--- src/rtl/ysyx_23060332_lsu_pkg.sv ---
// ---------------------------------------------------------------------------
// ysyx_23060332_lsu_pkg : funct3 codes, LSU states and request legality check
// rev 1.0
// ---------------------------------------------------------------------------
`default_nettype none

package ysyx_23060332_lsu_pkg;

  localparam logic [2:0] F3_LB  = 3'b000;
  localparam logic [2:0] F3_LH  = 3'b001;
  localparam logic [2:0] F3_LW  = 3'b010;
  localparam logic [2:0] F3_LBU = 3'b100;
  localparam logic [2:0] F3_LHU = 3'b101;
  localparam logic [2:0] F3_SB  = 3'b000;
  localparam logic [2:0] F3_SH  = 3'b001;
  localparam logic [2:0] F3_SW  = 3'b010;

  localparam logic [31:0] ZERO_WORD = 32'h0000_0000;

  typedef enum logic [1:0] {
    S_IDLE = 2'd0,
    S_REQ  = 2'd1,
    S_WAIT = 2'd2,
    S_RESP = 2'd3
  } lsu_state_e;

  // Returns 1 when the request must be answered with an error and no access.
  function automatic logic lsu_req_err(input logic       is_load,
                                       input logic       is_store,
                                       input logic [2:0] funct3,
                                       input logic [1:0] addr_lo);
    logic bad_op;
    logic bad_align;
    bad_op = (is_load == is_store);
    if (is_load && !(funct3 inside {F3_LB, F3_LH, F3_LW, F3_LBU, F3_LHU}))
      bad_op = 1'b1;
    if (is_store && !(funct3 inside {F3_SB, F3_SH, F3_SW}))
      bad_op = 1'b1;
    bad_align = ((funct3[1:0] == 2'b01) && addr_lo[0]) ||
                ((funct3[1:0] == 2'b10) && (addr_lo != 2'b00));
    return bad_op || bad_align;
  endfunction

endpackage

`default_nettype wire

--- src/rtl/ysyx_23060332_lsu_if.sv ---
// ---------------------------------------------------------------------------
// ysyx_23060332_lsu_if : execute-side request/response and data-memory port
// rev 1.0
// ---------------------------------------------------------------------------
`default_nettype none

interface ysyx_23060332_lsu_if #(
  parameter int ADDR_W = 32,
  parameter int DATA_W = 32,
  parameter int MASK_W = 8
);
  logic              req_valid;
  logic              req_ready;
  logic              req_is_load;
  logic              req_is_store;
  logic [2:0]        req_funct3;
  logic [ADDR_W-1:0] req_addr;
  logic [DATA_W-1:0] req_wdata;
  logic              resp_valid;
  logic              resp_ready;
  logic [DATA_W-1:0] resp_rdata;
  logic              resp_err;
  logic              mem_ren;
  logic [ADDR_W-1:0] mem_raddr;
  logic [DATA_W-1:0] mem_rdata;
  logic              mem_wen;
  logic [ADDR_W-1:0] mem_waddr;
  logic [DATA_W-1:0] mem_wdata;
  logic [MASK_W-1:0] mem_wmask;

  // Environment side: execute stage, writeback and memory
  modport master (
    output req_valid, req_is_load, req_is_store, req_funct3, req_addr, req_wdata,
    input  req_ready,
    input  resp_valid, resp_rdata, resp_err,
    output resp_ready,
    input  mem_ren, mem_raddr, mem_wen, mem_waddr, mem_wdata, mem_wmask,
    output mem_rdata
  );

  // LSU side
  modport slave (
    input  req_valid, req_is_load, req_is_store, req_funct3, req_addr, req_wdata,
    output req_ready,
    output resp_valid, resp_rdata, resp_err,
    input  resp_ready,
    output mem_ren, mem_raddr, mem_wen, mem_waddr, mem_wdata, mem_wmask,
    input  mem_rdata
  );
endinterface

`default_nettype wire

--- src/rtl/ysyx_23060332_lsu_align.sv ---
// ---------------------------------------------------------------------------
// ysyx_23060332_lsu_align : byte-lane store shift/mask and load extract/extend
// rev 1.0
// ---------------------------------------------------------------------------
`default_nettype none

module ysyx_23060332_lsu_align
  import ysyx_23060332_lsu_pkg::*;
#(
  parameter int DATA_W = 32,
  parameter int MASK_W = 8
) (
  input  logic [1:0]        offset,
  input  logic [2:0]        funct3,
  input  logic [DATA_W-1:0] din,
  output logic [DATA_W-1:0] st_data,
  output logic [MASK_W-1:0] st_mask,
  output logic [DATA_W-1:0] ld_data
);

  logic [4:0]        shamt;
  logic [3:0]        lanes;
  logic [3:0]        lanes_sh;
  logic [DATA_W-1:0] ld_word;

  assign shamt    = {offset, 3'b000};
  assign st_data  = din << shamt;
  assign ld_word  = din >> shamt;
  assign lanes_sh = lanes << offset;
  // Only the four word lanes can ever be enabled.
  assign st_mask  = {{(MASK_W-4){1'b0}}, lanes_sh};

  always_comb begin
    lanes = 4'b1111;
    case (funct3[1:0])
      2'b00:   lanes = 4'b0001;
      2'b01:   lanes = 4'b0011;
      default: lanes = 4'b1111;
    endcase
  end

  always_comb begin
    ld_data = '0;
    case (funct3)
      F3_LB:   ld_data = {{(DATA_W-8){ld_word[7]}}, ld_word[7:0]};
      F3_LH:   ld_data = {{(DATA_W-16){ld_word[15]}}, ld_word[15:0]};
      F3_LW:   ld_data = ld_word;
      F3_LBU:  ld_data = {{(DATA_W-8){1'b0}}, ld_word[7:0]};
      F3_LHU:  ld_data = {{(DATA_W-16){1'b0}}, ld_word[15:0]};
      default: ld_data = '0;
    endcase
  end

endmodule

`default_nettype wire

--- src/rtl/ysyx_23060332_lsu.sv ---
// ---------------------------------------------------------------------------
// ysyx_23060332_lsu : one-at-a-time load/store unit driving a registered memory
// rev 1.0
// ---------------------------------------------------------------------------
`default_nettype none

module ysyx_23060332_lsu
  import ysyx_23060332_lsu_pkg::*;
#(
  parameter int ADDR_W = 32,
  parameter int DATA_W = 32,
  parameter int MASK_W = 8
) (
  input  logic                   clk,
  input  logic                   rst,
  ysyx_23060332_lsu_if.slave     bus
);

  lsu_state_e        state;
  logic              op_load;
  logic [ADDR_W-1:0] addr;
  logic [2:0]        funct3;
  logic [DATA_W-1:0] wdata;
  logic              ready;
  logic              valid;
  logic              err;
  logic [DATA_W-1:0] rdata;

  logic [DATA_W-1:0] st_data;
  logic [MASK_W-1:0] st_mask;
  logic [DATA_W-1:0] ld_data;
  logic [DATA_W-1:0] st_ld_unused;
  logic [DATA_W-1:0] ld_st_data_unused;
  logic [MASK_W-1:0] ld_st_mask_unused;
  logic              rd_strobe;
  logic              wr_strobe;

  ysyx_23060332_lsu_align #(.DATA_W(DATA_W), .MASK_W(MASK_W)) u_align_st (
    .offset  (addr[1:0]),
    .funct3  (funct3),
    .din     (wdata),
    .st_data (st_data),
    .st_mask (st_mask),
    .ld_data (st_ld_unused)
  );

  ysyx_23060332_lsu_align #(.DATA_W(DATA_W), .MASK_W(MASK_W)) u_align_ld (
    .offset  (addr[1:0]),
    .funct3  (funct3),
    .din     (bus.mem_rdata),
    .st_data (ld_st_data_unused),
    .st_mask (ld_st_mask_unused),
    .ld_data (ld_data)
  );

  // Strobes exist only in REQ; everything else on the memory port idles at zero.
  assign rd_strobe     = (state == S_REQ) &&  op_load;
  assign wr_strobe     = (state == S_REQ) && !op_load;
  assign bus.mem_ren   = rd_strobe;
  assign bus.mem_wen   = wr_strobe;
  assign bus.mem_raddr = rd_strobe ? {addr[ADDR_W-1:2], 2'b00} : '0;
  assign bus.mem_waddr = wr_strobe ? {addr[ADDR_W-1:2], 2'b00} : '0;
  assign bus.mem_wdata = wr_strobe ? st_data : '0;
  assign bus.mem_wmask = wr_strobe ? st_mask : '0;

  assign bus.req_ready  = ready;
  assign bus.resp_valid = valid;
  assign bus.resp_err   = err;
  assign bus.resp_rdata = rdata;

  always_ff @(posedge clk) begin
    if (rst) begin
      state   <= S_IDLE;
      op_load <= 1'b0;
      addr    <= '0;
      funct3  <= '0;
      wdata   <= '0;
      ready   <= 1'b1;
      valid   <= 1'b0;
      err     <= 1'b0;
      rdata   <= ZERO_WORD;
    end else begin
      case (state)
        S_IDLE: begin
          if (bus.req_valid) begin
            op_load <= bus.req_is_load;
            addr    <= bus.req_addr;
            funct3  <= bus.req_funct3;
            wdata   <= bus.req_wdata;
            ready   <= 1'b0;
            if (lsu_req_err(bus.req_is_load, bus.req_is_store,
                            bus.req_funct3, bus.req_addr[1:0])) begin
              valid <= 1'b1;
              err   <= 1'b1;
              state <= S_RESP;
            end else begin
              state <= S_REQ;
            end
          end
        end
        S_REQ: begin
          if (op_load) begin
            state <= S_WAIT;
          end else begin
            valid <= 1'b1;
            state <= S_RESP;
          end
        end
        S_WAIT: begin
          rdata <= ld_data;
          valid <= 1'b1;
          state <= S_RESP;
        end
        S_RESP: begin
          if (bus.resp_ready) begin
            valid <= 1'b0;
            err   <= 1'b0;
            rdata <= ZERO_WORD;
            ready <= 1'b1;
            state <= S_IDLE;
          end
        end
        default: state <= S_IDLE;
      endcase
    end
  end

endmodule

`default_nettype wire

--- src/flat_wrapper.sv ---
// flat-port wrapper written by rule: the top's interface ports become plain ports
module ysyx_23060332_lsu_flat import ysyx_23060332_lsu_pkg::*;
#(
  parameter int ADDR_W = 32,
  parameter int DATA_W = 32,
  parameter int MASK_W = 8
)
  (clk, rst, bus_req_valid, bus_req_is_load, bus_req_is_store, bus_req_funct3, bus_req_addr, bus_req_wdata, bus_req_ready, bus_resp_valid, bus_resp_rdata, bus_resp_err, bus_resp_ready, bus_mem_ren, bus_mem_raddr, bus_mem_wen, bus_mem_waddr, bus_mem_wdata, bus_mem_wmask, bus_mem_rdata);
  ysyx_23060332_lsu_if #(.ADDR_W(ADDR_W), .DATA_W(DATA_W), .MASK_W(MASK_W)) bus_i ();
  input  logic clk;
  input  logic rst;
  input wire logic [$bits(bus_i.req_valid)-1:0] bus_req_valid;
  input wire logic [$bits(bus_i.req_is_load)-1:0] bus_req_is_load;
  input wire logic [$bits(bus_i.req_is_store)-1:0] bus_req_is_store;
  input wire logic [$bits(bus_i.req_funct3)-1:0] bus_req_funct3;
  input wire logic [$bits(bus_i.req_addr)-1:0] bus_req_addr;
  input wire logic [$bits(bus_i.req_wdata)-1:0] bus_req_wdata;
  output wire logic [$bits(bus_i.req_ready)-1:0] bus_req_ready;
  output wire logic [$bits(bus_i.resp_valid)-1:0] bus_resp_valid;
  output wire logic [$bits(bus_i.resp_rdata)-1:0] bus_resp_rdata;
  output wire logic [$bits(bus_i.resp_err)-1:0] bus_resp_err;
  input wire logic [$bits(bus_i.resp_ready)-1:0] bus_resp_ready;
  output wire logic [$bits(bus_i.mem_ren)-1:0] bus_mem_ren;
  output wire logic [$bits(bus_i.mem_raddr)-1:0] bus_mem_raddr;
  output wire logic [$bits(bus_i.mem_wen)-1:0] bus_mem_wen;
  output wire logic [$bits(bus_i.mem_waddr)-1:0] bus_mem_waddr;
  output wire logic [$bits(bus_i.mem_wdata)-1:0] bus_mem_wdata;
  output wire logic [$bits(bus_i.mem_wmask)-1:0] bus_mem_wmask;
  input wire logic [$bits(bus_i.mem_rdata)-1:0] bus_mem_rdata;
  assign bus_i.req_valid = bus_req_valid;
  assign bus_i.req_is_load = bus_req_is_load;
  assign bus_i.req_is_store = bus_req_is_store;
  assign bus_i.req_funct3 = bus_req_funct3;
  assign bus_i.req_addr = bus_req_addr;
  assign bus_i.req_wdata = bus_req_wdata;
  assign bus_req_ready = bus_i.req_ready;
  assign bus_resp_valid = bus_i.resp_valid;
  assign bus_resp_rdata = bus_i.resp_rdata;
  assign bus_resp_err = bus_i.resp_err;
  assign bus_i.resp_ready = bus_resp_ready;
  assign bus_mem_ren = bus_i.mem_ren;
  assign bus_mem_raddr = bus_i.mem_raddr;
  assign bus_mem_wen = bus_i.mem_wen;
  assign bus_mem_waddr = bus_i.mem_waddr;
  assign bus_mem_wdata = bus_i.mem_wdata;
  assign bus_mem_wmask = bus_i.mem_wmask;
  assign bus_i.mem_rdata = bus_mem_rdata;
  ysyx_23060332_lsu #(.ADDR_W(ADDR_W), .DATA_W(DATA_W), .MASK_W(MASK_W)) u_core (.clk(clk), .rst(rst), .bus(bus_i));
endmodule
--- config.mk ---
export PLATFORM = sky130hd
export DESIGN_NAME = ysyx_23060332_lsu_flat
export DESIGN_NICKNAME = d
export VERILOG_FILES = /design/src/rtl/ysyx_23060332_lsu_pkg.sv /design/src/rtl/ysyx_23060332_lsu_if.sv /design/src/rtl/ysyx_23060332_lsu_align.sv /design/src/rtl/ysyx_23060332_lsu.sv /design/src/flat_wrapper.sv
export SDC_FILE = /design/constraint.sdc
export NUM_CORES = 1
export LEC_CHECK = 0
export ABC_CLOCK_PERIOD_IN_PS = 4000
export CAP_MARGIN = 30
export CORE_AREA = 3 3 140 142
export CTS_BUF_LIST = sky130_fd_sc_hd__clkbuf_8
export DETAILED_ROUTE_END_ITERATION = 12
export DIE_AREA = 0 0 143 145
export GPL_TIMING_DRIVEN = 0
export PLACE_DENSITY = 0.62
export SYNTH_ARGS = -nofsm -noshare
export SYNTH_HDL_FRONTEND = slang
export SYNTH_SLANG_ARGS = --single-unit
--- constraint.sdc ---
create_clock -name clk -period 4 [get_ports clk]
set_input_delay 0.4 -clock clk [delete_from_list [all_inputs] [get_ports clk]]
set_output_delay 0.4 -clock clk [all_outputs]
set_load 0.05 [all_outputs]
==> results.sh <==
export IMPL_clkPwrFrac_pct=15.3
export IMPL_cp_data_arrival_time_ns=3.32
export IMPL_leakagePower_nw=3.20
export IMPL_cp_max_fo=10
export IMPL_slew_headroom_pct=61.0
export IMPL_wl_um=21000
export IMPL_drive_gt1_share_pct=5.85
export IMPL_syn_inst=698
export IMPL_clock_skew_ns=0.0143
export IMPL_diodes=0
export IMPL_r2r_setup_slack_ns=1.71
export IMPL_port_buffers=237
export IMPL_cts_sinks=105
export IMPL_yosysSeqAreaShare_pct=38.1
export IMPL_p_sw_mw=2.10
export IMPL_grt_start_max_net_pins=16
export IMPL_avgSynthCellArea_um2=7.90
export IMPL_fin_cells=1191
export IMPL_clock_latency_ns=0.38
export IMPL_async_flop_share_pct=0
export IMPL_post_dp_cell_area_um2=8210
export IMPL_synth_top_area_cell="dfxtp_1"
export IMPL_area_growth_pct=52.4
export IMPL_rows=50
export IMPL_cp_required_ns=3.60
export IMPL_hold_path_class="reg -> reg"
export IMPL_vdd_drop_max_uv=203
export IMPL_wl_per_cell_um=17.7
export IMPL_ys_ff_latch=105
export IMPL_ant_nets=0
export IMPL_start_util_pct=29.7
export IMPL_first_pass_iters=5
export IMPL_status="finished, final reports clean"
export IMPL_cp_start_kind="flop"
export IMPL_setup_viol=0
export IMPL_rsz0062_at_grt="false"
export IMPL_synth_common_cells="nand2_1, dfxtp_1, a21oi_1"
export IMPL_die_x_um=143
export IMPL_yosysWarnings=0
export IMPL_nets=1063
export IMPL_fin_crit_ns=3.72
export IMPL_path_clk_slew_ns=0.10
export IMPL_chipHeight_um=145
export IMPL_die_area_um2=20700
export IMPL_drt_iter0_drc=306
export IMPL_place_gp_congestion=0.838
export IMPL_clockRootBuffer="clkbuf_8"
export IMPL_yosys_cell_types_count=46
export IMPL_clockBufferDepth=2
export IMPL_num_vias=5821
export IMPL_worstMarginPinSlew_ns=0.585
export IMPL_worstSetupPathType="reg -> out"
export IMPL_final_area_um2=8400
export IMPL_tns_ns=0
export IMPL_end_kind="output pin"
export IMPL_min_period_over_period_pct=93.0
export IMPL_post_cts_buffers=0
export IMPL_max_freq_mhz=269
export IMPL_synth_edf_count=0
export IMPL_coreArea_um2=18600
export IMPL_cts_tree="done"
export IMPL_io_pins=246
export IMPL_synth_main_ff_cell="dfxtp_1"
export IMPL_antenna_found_initial=0
export IMPL_grt_usage_pct=19.9
export IMPL_hold_viol=0
export IMPL_htreeDepth=3
export IMPL_worst_hold_slack_ns=0.457
export IMPL_grt_pass1_vias=5805
export IMPL_yosysMostFrequentCell="nand2_1"
export IMPL_grt_remaining_overflow=0
export IMPL_seqPwrFrac_pct=32.0
export IMPL_synthTopCellsByArea="dfxtp_1, nand2_1, a21oi_1, mux2i_1, and2_1"
export IMPL_avgViaCountPerCell=4.89
export IMPL_cts_buffers_inserted=9
export IMPL_dpl_hpwl_um=16500
export IMPL_p_per_area_nw_per_um2=535
export IMPL_cap_viol_max_count=0
export IMPL_dp_cells=1176
export IMPL_p_int_mw=2.40
export IMPL_slew_violations=0
export IMPL_synth_top_area_share_pct=38.1
export IMPL_grt_pass1_wl_um=32700
export IMPL_drc=0
export IMPL_syn_cell_area_um2=5510
export IMPL_sw_frac_of_total_pct=46.7
export IMPL_hold_buffers=0
export IMPL_combPwrFrac_pct=52.7
power groups by stage:
stage	clock network (mW)	registers, mW	logic, mW
CTS	0.713	1.44	2.39
global placement	0	1.46	2.36
finish	0.688	1.44	2.37
floorplan	0	1.73	1.27
global route	0.744	1.47	2.57
detailed placement	0	1.46	2.38
state kept, by name (all words and copies together) (netlist names):
| register | count |
|---|---|
| u_core.bus.resp_rdata | 32 |
| u_core.wdata | 32 |
| u_core.op_load | 1 |
| u_core.bus.resp_err | 1 |
| u_core.addr | 32 |
| u_core.bus.req_ready | 1 |
| u_core.bus.resp_valid | 1 |
| u_core.state | 2 |
| u_core.funct3 | 3 |
path summary, 6_finish.rpt:
kind,startpoint,endpoint,cells past startpoint
max,u_core.state[1],bus_mem_wdata[3],10
min,u_core.wdata[25],u_core.wdata[25],2
max reg2reg,u_core.state[0],u_core.addr[17],8
min reg2reg,u_core.wdata[25],u_core.wdata[25],2
stage by stage:
step	utilization [%]	setup slack [ns]	power (mW)
after floorplan	-	1.08	3.00
after global placement	44.2	0.442	3.82
after detailed placement	44.2	0.382	3.84
after global routing	45.2	0.0247	4.78
final	45.2	0.281	4.50
after CTS	45.2	0.143	4.54
layout by cell type, fill, tap and decap left out, types with 17 or more instances in the layout:
cell type and instances:
a211oi_1 17, nand2_1 150, mux2i_1 34, clkdlybuf4s50_1 237, dfxtp_1 105, and2_1 40, and3_1 31, a21oi_1 88
nor2_1 48, clkbuf_1 36, nor2b_1 21
what timing repair did:
action / 4_1_cts / 5_1_grt
endpoints found under the hold margin: 0 / 0
gates resized for setup: 1 / 0
endpoints found under the setup margin: 8 / 0
cell type report:
type / instances / area (µm²)
well taps: 234 / 293
inverters: 9 / 33.8
multi-input cells: 523 / 3050
flip-flops and latches: 105 / 2100
clock buffers: 11 / 151
repair buffers: 237 / 2370
fillers: 1897 / 10200
clock inverters: 4 / 45.0
plain buffers: 68 / 357
worst max-delay path, stage by stage, from the launching register on:
cell,delay (ns)
dfxtp_1,0.35
inv_1,0.12
ha_1,0.31
nand2b_1,0.08
buf_2,0.20
inv_1,0.28
nand2b_1,0.09
buf_2,0.20
nor2_2,0.32
and2_1,0.18
clkdlybuf4s50_1,0.81
metal layers:
metal / vias to the layer above / wire length [µm] / share of wire, % / GRT usage [%]
li1: 2886 / - / - / -
met1: 2680 / 9330 / 44 / 26.6
met2: 234 / 9760 / 46 / 31.9
met3: 21 / 1660 / 7.9 / 5.14
met4: 0 / 281 / 1.3 / 5.09
met5: - / 0 / 0 / 0
logic make-up (layout without fill, tap and decap cells):
group,Yosys count,in the layout,share of synthesized area [%]
other,1,8,0.0680
adder cells (fa/ha/maj),5,5,1.13
flip-flops,105,105,38.1
AND/OR/NAND/NOR,304,304,26.2
buffers and inverters,77,329,7.08
multiplexers,37,37,6.99
AO/OA/AOI/OAI,169,169,20.4
Power figures use the tool's default switching activity.
